<file path="src/rtl/mux_arb_2x1.sv">
// mux_arb_2x1: two-channel packet arbiter with a registered 2:1 output stage.
// A channel is granted for a whole packet (beats up to and including last).
// Round-robin applies on simultaneous requests, and the output register
// breaks the timing path to the consumer.
//
// Handshake rule for every valid/ready pair in this block: a beat moves on a
// rising clk edge when valid and ready are both high at that edge. valid must
// not wait for ready. Data and last are qualified by valid only.
module mux_arb_2x1 #(
    parameter int WIDTH = 8
) (
    input  logic             clk,
    input  logic             rst_n,
    input  logic             in0_valid,
    input  logic [WIDTH-1:0] in0_data,
    input  logic             in0_last,
    output logic             in0_ready,
    input  logic             in1_valid,
    input  logic [WIDTH-1:0] in1_data,
    input  logic             in1_last,
    output logic             in1_ready,
    output logic             sel,
    output logic             out_valid,
    input  logic             out_ready,
    output logic [WIDTH-1:0] out_data,
    output logic             out_last,
    output logic             out_src,
    output logic [1:0]       state_dbg
);

    typedef enum logic [1:0] {
        IDLE  = 2'd0,
        LOCK0 = 2'd1,
        LOCK1 = 2'd2
    } state_t;

    state_t           state;
    state_t           state_nxt;
    logic             last_grant;
    logic             run;
    logic             can_accept;
    logic             gnt_vld;
    logic             gnt_ch;
    logic             acc;
    logic             acc_last;
    logic [WIDTH-1:0] acc_data;

    assign state_dbg = state;

    // State register; reset drops any lock immediately.
    always_ff @(posedge clk or negedge rst_n) begin
        if (!rst_n) begin
            state <= IDLE;
        end else begin
            state <= state_nxt;
        end
    end

    // Grant selection: IDLE arbitrates (round-robin on a tie), LOCKn serves only n.
    always_comb begin
        gnt_vld = 1'b0;
        gnt_ch  = 1'b0;
        case (state)
            IDLE: begin
                if (in0_valid && in1_valid) begin
                    gnt_vld = 1'b1;
                    gnt_ch  = ~last_grant;
                end else if (in0_valid) begin
                    gnt_vld = 1'b1;
                    gnt_ch  = 1'b0;
                end else if (in1_valid) begin
                    gnt_vld = 1'b1;
                    gnt_ch  = 1'b1;
                end
            end
            LOCK0: begin
                gnt_vld = 1'b1;
                gnt_ch  = 1'b0;
            end
            LOCK1: begin
                gnt_vld = 1'b1;
                gnt_ch  = 1'b1;
            end
            default: begin
                gnt_vld = 1'b0;
                gnt_ch  = 1'b0;
            end
        endcase
    end

    // Output decode: readies for the granted channel and the accepted beat mux.
    // run holds readies low until the first clock edge after reset release.
    always_comb begin
        can_accept = !out_valid || out_ready;
        in0_ready  = run && can_accept && gnt_vld && !gnt_ch;
        in1_ready  = run && can_accept && gnt_vld && gnt_ch;
        acc        = gnt_ch ? (in1_valid && in1_ready) : (in0_valid && in0_ready);
        acc_data   = gnt_ch ? in1_data : in0_data;
        acc_last   = gnt_ch ? in1_last : in0_last;
    end

    // Next state: lock on a non-final first beat, unlock on the final beat.
    always_comb begin
        state_nxt = state;
        case (state)
            IDLE: begin
                if (acc && !acc_last) begin
                    state_nxt = gnt_ch ? LOCK1 : LOCK0;
                end
            end
            LOCK0, LOCK1: begin
                if (acc && acc_last) begin
                    state_nxt = IDLE;
                end
            end
            default: state_nxt = IDLE;
        endcase
    end

    // Grant bookkeeping: sel follows each grant, last_grant updates at packet end.
    always_ff @(posedge clk or negedge rst_n) begin
        if (!rst_n) begin
            sel        <= 1'b0;
            last_grant <= 1'b1;
            run        <= 1'b0;
        end else begin
            run <= 1'b1;
            if (acc) begin
                sel <= gnt_ch;
                if (acc_last) begin
                    last_grant <= gnt_ch;
                end
            end
        end
    end

    // Output register: load on accept (also while draining), clear valid on drain only.
    always_ff @(posedge clk or negedge rst_n) begin
        if (!rst_n) begin
            out_valid <= 1'b0;
            out_data  <= '0;
            out_last  <= 1'b0;
            out_src   <= 1'b0;
        end else if (acc) begin
            out_valid <= 1'b1;
            out_data  <= acc_data;
            out_last  <= acc_last;
            out_src   <= gnt_ch;
        end else if (out_ready) begin
            out_valid <= 1'b0;
        end
    end

endmodule
</file>
<file path="config.mk">
export PLATFORM = sky130hd
export DESIGN_NAME = mux_arb_2x1
export DESIGN_NICKNAME = d
export VERILOG_FILES = /design/src/rtl/mux_arb_2x1.sv
export SDC_FILE = /design/constraint.sdc
export NUM_CORES = 1
export LEC_CHECK = 0
export BUFFER_PORTS_ARGS = -buffer_cell sky130_fd_sc_hd__buf_2
export CAP_MARGIN = 20
export CORE_MARGIN = 4
export CORE_UTILIZATION = 48
export CTS_CLUSTER_DIAMETER = 30
export DETAILED_ROUTE_END_ITERATION = 8
export PLACE_DENSITY = 0.87
export SLEW_MARGIN = 40
export SYNTH_ARGS = -nofsm -noshare
export SYNTH_HDL_FRONTEND = slang
export SYNTH_SLANG_ARGS = --single-unit
</file>
<file path="constraint.sdc">
create_clock -name clk -period 3.15 [get_ports clk]
set_input_delay 0.63 -clock clk [delete_from_list [all_inputs] [get_ports clk]]
set_output_delay 0.63 -clock clk [all_outputs]
set_load 0.02 [all_outputs]
</file>
==> Word level (Yosys, flattened, before mapping) <==
Cells that the tools add are included.
{ "totals": {"register_bits": 15, "output_inout_bits": 16} }
{ "classes": {"n_mux": 16, "n_bitwise": 1, "eq_ne": 4, "n_reduce_logical": 18} }
{ "ops": {"columns": ["operator", "n"], "rows": [
  ["$logic_and 1x1->1", 9],
  ["$mux 1", 9],
  ["$mux 8", 1],
  ["$mux 2", 3],
  ["$pmux 1 s2", 2],
  ["$pmux 2 s2", 1],
  ["$reduce_and 2->1", 2],
  ["$logic_not 1->1", 3],
  ["$eq 2x1->1 const B", 1],
  ["$eq 2x2->1 const B", 1],
  ["$logic_not 2->1", 1],
  ["$ne 2x1->1 const B", 1],
  ["$ne 2x2->1 const B", 1],
  ["$reduce_bool 2->1", 1],
  ["$reduce_or 2->1", 1],
  ["$logic_or 1x1->1", 1],
  ["$not 1->1", 1]
]} }

==> Longest topological paths before layout <==
Gate-level depths: netlist of run 1.
{ "depth": {"ltp_word": 11, "depth_mapped": 9, "mapped_depth_nobuf": 7} }

==> Least setup slack after synthesis of run 1 <==
OpenSTA, ideal clock, no wires.
{ "synth_timing": {"path_kind": "register -> output", "startpoint": "reg state[0] (netlist: state_dbg[0])", "endpoint": "out in1_ready", "path_stages_with_launch": 7, "path_buffers": 2, "arrival_time_ns": 1.559, "t_required_ns": 2.520, "setup_slack_ns": 0.961, "cell_sequence": "dfrtp_1 inv_1 ha_1 buf_2 a31oi_4 buf_2 nor2_1"} }
{ "synth_via": {"elab_chain_cells": 5, "elab_cells_between_ends": 8} }
{ "synth_rtl": {"columns": ["item", "line", "rtl"], "rows": [
  ["start: declaration", "37", "state_t state;"],
  ["start signal: assignment", "55", "state <= state_nxt;"],
  ["$eq 2x1->1 or $eq 2x2->1 (tied branches)", "63", "case (state)"],
  ["$reduce_or 2->1 (no line)", null, null],
  ["$pmux 1 s2", "63", null],
  ["$logic_and 1x1->1", "96", "in1_ready = run && can_accept && gnt_vld && gnt_ch;"],
  ["$logic_and 1x1->1 *", "96", null],
  ["end: declaration", "21", "output logic in1_ready,"]
]} }
Mark *: on every way between the ends. The rest lies on a longest branch, timed or not.

==> Worst setup path after layout of run 1 <==
{ "layout_timing": {"startpoint": "reg state[0] (netlist: state_dbg[0])", "endpoint": "out in0_ready"} }
{ "layout_via": {"elab_chain_cells": 5, "elab_cells_between_ends": 9} }
{ "layout_rtl": {"columns": ["item", "line", "rtl"], "rows": [
  ["$eq 2x1->1 or $eq 2x2->1 (tied branches)", "63", null],
  ["$reduce_or 2->1 (no line)", null, null],
  ["$pmux 1 s2", "63", null],
  ["$logic_and 1x1->1", "95", "in0_ready = run && can_accept && gnt_vld && !gnt_ch;"],
  ["$logic_and 1x1->1 *", "95", null],
  ["end: declaration", "17", "output logic in0_ready,"]
]} }
Marked as above.

==> results of run 1 <==
[flip-flops by register name (all words and copies together) (netlist names)]
name        count
last_grant      1
run             1
out_data        8
out_valid       1
state_dbg       2
out_last        1
out_src         1
[layer usage]
metal,up-vias,track usage [%]
met4,0,9.68
met1,342,19.8
met5,-,0
li1,382,-
met3,5,3.92
met2,35,29.1
[how the worst max path moves through the flow]
stage	from	end	slack [ps]
finish	state_dbg[0]	in0_ready	470
global route	state_dbg[0]	in0_ready	280
detailed placement	state_dbg[0]	state_dbg[0]	630
global placement	in0_valid	state_dbg[1]	770
CTS	state_dbg[0]	in0_ready	460
floorplan	state_dbg[0]	in1_ready	960
[logic make-up after synthesis]
group / Yosys count / share of synthesized area, %
compound gates: 24 / 18.9
mux: 9 / 10.7
other cells: 1 / 0.447
flops: 15 / 44.9
fa+ha+maj: 3 / 4.47
simple gates: 26 / 14.9
buf+inv: 11 / 5.66
[cell type report]
| cell class | count | share of cell area [%] |
|---|---|---|
| Sequential cell | 15 | 35.6 |
| Inverter | 6 | 2.13 |
| Multi-Input combinational cell | 63 | 39.2 |
| Timing Repair Buffer | 39 | 18.7 |
| Tap cell | 16 | 1.89 |
| Clock buffer | 4 | 2.48 |
[worst max-delay path, cell delays in order (launching register included)]
cell and delay (ps):
dfrtp_1 430, inv_1 90, ha_1 330, a31oi_4 520, inv_1 130, nor2_1 100
buf_2 170
[where the power goes]
part	switching (mW)	internal (mW)
clock network	0.0581	0.0491
logic	0.383	0.233
registers	0.0551	0.283
total	0.496	0.565
[synth_stat cells, types with 2 or more instances]
library cell,instances,share of area (%)
ha_1,3,4.5
buf_2,2,1.2
nand2_1,13,5.8
nand2b_1,2,1.5
and3_1,2,1.5
inv_1,6,2.7
dfrtp_1,14,42
o211a_1,2,2.4
nor4_1,2,1.5
mux2i_1,9,11
clkbuf_1,2,0.89
o21ai_0,16,9.5
nor2_1,4,1.8
or4_1,2,1.8
o21a_1,2,1.8
[metrics by stage]
| stage | instance area, um^2 | utilization [%] | hold slack, ps |
|---|---|---|---|
| after floorplan | 840 | - | 334 |
| after global placement | 1030 | 65.5 | 460 |
| after detailed placement | 1030 | 65.5 | 467 |
| after CTS | 1060 | 67.1 | 248 |
| after global routing | 1060 | 67.1 | 242 |
| final | 1060 | 67.1 | 240 |
==> metrics, run 1 <==
per-cell routed wire length 13.6 um; hpwl dp 1580 um; status finished, final reports clean; layout net count 154; clk_skew 0.564 ps; Top FF cell, synth dfrtp_1; register area share after synthesis 44.9%; routability cong. 0.785; max_slew headroom 64.5%; fraction of layout instances using a drive strength above 1 35.4%; most common cell after layout, fill and taps aside buf_2; leakage 0.617 nW; RR Endpoint state_dbg[0]; First-pass DRT Iterations 2; Tmin final 2680 ps; starting density of the core 53.3%; Startpoint Class flop; # setup viols final 0; gr usage total between 15 and 20%; Setup crit end kind primary output; CTS Hold Buffers Added 0; antenna-violating nets left 0; IO Pins 39; measured slew at the worst slew-check pin 532 ps; area of the die 2480 um^2; largest net degree at the start of global routing 21; uppermost layer routed met4; Cells after Synth 89; Post-CTS Setup Bufs 0; Syn Nets 115; R2R setup slack approximately 610 ps; Finished Layout Cells 143; EDFF count, synth 0; Peak Freq 0.373 GHz; first-pass GRT wire length 3160 um; Clock Tree Buf Depth 2; Avg Cell Area, Syn 9.43 um^2; antenna violations before repair 0; Die Y 49.8 um; commonest non-fill, non-tap cells in the layout buf_2, o21ai_0, dfrtp_1; Period Utilization, post-route between 80% and 90%; number of fill cells 128; Detailed Route WL about 2000 um; n_diodes 0; Netlist Area Pre-Place 840 um^2; FP Rows 14; DP Cell Count 139; Resized cells post-CTS 0; final hold violation count 0; Crit Path Category flop to primary output; start of the worst register-to-register path state_dbg[0]; CTS tree built; clock sinks 15; Worst R2R Path Depth 6; DR vias/cell 5.34; latest clock arrival within the worst-skew pair 280 ps; initial DRC count 1; area grow syn2layout 26.1%; clock slew at reported path FFs roughly 80 ps; met1 WL 816 um; synth warn 0; CTS buffer count 3; setup slack after layout around 470 ps; Post-Place Setup Slack 634 ps; sequential cell area 377 um^2; Yosys reg bits 15; RSZ-0062 raised after global routing no; TNS Setup 0 ps; critical-path maximum fanout 14; Tot Pwr 1.06 mW; met2 wire length 964 um; CTS Root Cell clkbuf_4; IO buf count 38; required time worst endpoint 2520 ps; worst min-delay path category input pin to async pin; total of max-cap violations 0; Pins Over Slew Limit 0; multi-input logic area 415 um^2; Cell variety after synth 23; Core Area 1580 um^2; met3 wire len 132 um; total vias in the final route 764; total grt overflow 0; CP arrival 2050 ps; Max IR drop VDD 0.704 mV; H-tree levels 1; die width 49.8 um; vias in the first global route 720; asr flop ratio synth 100%; power density cells 1000 nW/um^2; Residual DRC 0
Power figures use the tool's default switching activity.
==> run 2: changes to the inputs <==
Settings changed: CORE_MARGIN 4 to 10.
==> metrics, run 2 (same netlist as run 1, synthesis figures left out) <==
area grow syn2layout 27.0%; Tmin final 2690 ps (+1.61 ps); CTS buffer count 3 (unchanged); clock sinks 15 (unchanged); Peak Freq 0.372 GHz (about the same); Largest register FFs 8 (unchanged); initial DRC count 10 (+9); critical-path maximum fanout 14 (unchanged); routability cong. 0.870 (+11%); leakage 0.623 nW (+0.90%); IO Pins 39 (unchanged); final hold violation count 0 (unchanged); starting density of the core 49.7% (-3.6 points); IO buf count 38 (unchanged); RSZ-0062 raised after global routing no; power density cells 993 nW/um^2 (-0.95%); # setup viols final 0 (unchanged); required time worst endpoint 2520 ps (about the same); antenna violations before repair 0 (unchanged); antenna-violating nets left 0 (unchanged); Worst path max stage delay 520 ps (about the same); H-tree levels 1 (unchanged); Most common cell on crit path inv_1; fraction of layout instances using a drive strength above 1 36.7% (+1.3 points); Reg with most FFs out_data; die width 61.8 um (+24%); layout net count 155 (+0.65%); CTS Hold Buffers Added 0 (unchanged); Max IR drop VDD 0.500 mV (-29%); crit-path cells inv_1 > ha_1 > a31oi_4 > inv_1 > nor2_1 > buf_2; slowest CP cell a31oi_4; multi-input logic area 415 um^2 (unchanged); number of fill cells 163 (+27%); commonest non-fill, non-tap cells in the layout buf_2, o21ai_0, dfrtp_1; gr usage total 11.5% (-5.7 points); DR vias/cell 5.32 (-0.35%); FP Rows 15 (+1); Fin Hold WS 235 ps (-5.66 ps); Pins Over Slew Limit 0 (unchanged); hpwl dp 1610 um (+2.0%); n_diodes 0 (unchanged); Residual DRC 0 (unchanged); Buf/Inv on CP 3 (unchanged); Crit Path Category flop to primary output; Resized cells post-CTS 0 (unchanged); clock slew at reported path FFs 90 ps (about the same); total vias in the final route 772 (+1.0%); Setup crit end kind primary output; area of the die 3820 um^2 (+54%); total grt overflow 0 (unchanged); total of max-cap violations 0 (unchanged); first-pass GRT wire length 3350 um (+5.9%); max_slew headroom 64.4% (-0.10 points); Startpoint Class flop; vias in the first global route 825 (+15%); measured slew at the worst slew-check pin 534 ps (+1.54 ps); clk_skew 3.95 ps (+3.39 ps); Detailed Route WL 2000 um (+2.5%); First-pass DRT Iterations 4 (+2); Period Utilization, post-route 85.3% (about the same); R2R setup slack 640 ps (+30 ps); sequential cell area 377 um^2 (unchanged); per-cell routed wire length 13.8 um (+1.0%); most common cell after layout, fill and taps aside buf_2; Post-CTS Setup Bufs 0 (unchanged); Die Y 61.8 um (+24%); status finished, final reports clean; CP arrival 2060 ps (about the same); latest clock arrival within the worst-skew pair 280 ps (about the same); Core Area 1690 um^2 (+7.1%); largest net degree at the start of global routing 16 (-24%); CTS tree built; worst min-delay path category input pin to async pin; Clock Tree Buf Depth 2 (unchanged); CP delay by family, top compound AO/OA/AOI/OAI gates; TNS Setup 0 ps (unchanged); CTS Root Cell clkbuf_4
==> run 2: cell types whose count changed in the layout (fill, tap and decap cells not counted), sizes merged <==
cell    delta
buf        +1
clkinv     +1
clkbuf     -1
==> run 2: path summary, 6_finish.rpt <==
kind,from,end,depth (start not counted)
worst max-delay path,state_dbg[0],in0_ready,6
worst min-delay path,rst_n,out_data[0],1
worst max register to register,state_dbg[0],state_dbg[1],6
worst min register to register,out_data[4],out_data[4],2
max in group asynchronous,rst_n,last_grant,1
min in group clk,out_data[4],out_data[4],2
==> run 2: layout make-up <==
type                            count  area share, %
Tap cell                           17           2.00
Timing Repair Buffer               40           19.0
Multi-Input combinational cell     63           39.0
Clock inverter                      1          0.469
Inverter                            6           2.11
Sequential cell                    15           35.3
Clock buffer                        3           2.11
==> run 2: power by group <==
group	internal [mW]	switching, mW	leakage [nW]
Clock	0.0471	0.0617	0.0177
Combinational	0.236	0.375	0.422
Sequential	0.283	0.0555	0.183
==> run 2: per-stage QoR <==
stage          power (mW)  util [%]  cells  cell area, um^2  setup WS [ps]
6_report             1.06      63.1    145             1070            464
5_1_grt              1.15      63.1    145             1070            243
4_1_cts              1.07      62.8    144             1060            455
3_5_place_dp        0.955      61.2    140             1030            663
3_3_place_gp        0.937      61.2    140             1030            767
2_1_floorplan       0.782         -     89              840            961
==> run 2: metal layers <==
layer	GRT usage (%)	wire length (um)	vias to the layer above
met5	0	0	-
met4	5.73	10	0
met3	4.27	224	2
met2	17.6	851	32
met1	13.7	911	355
li1	-	-	383
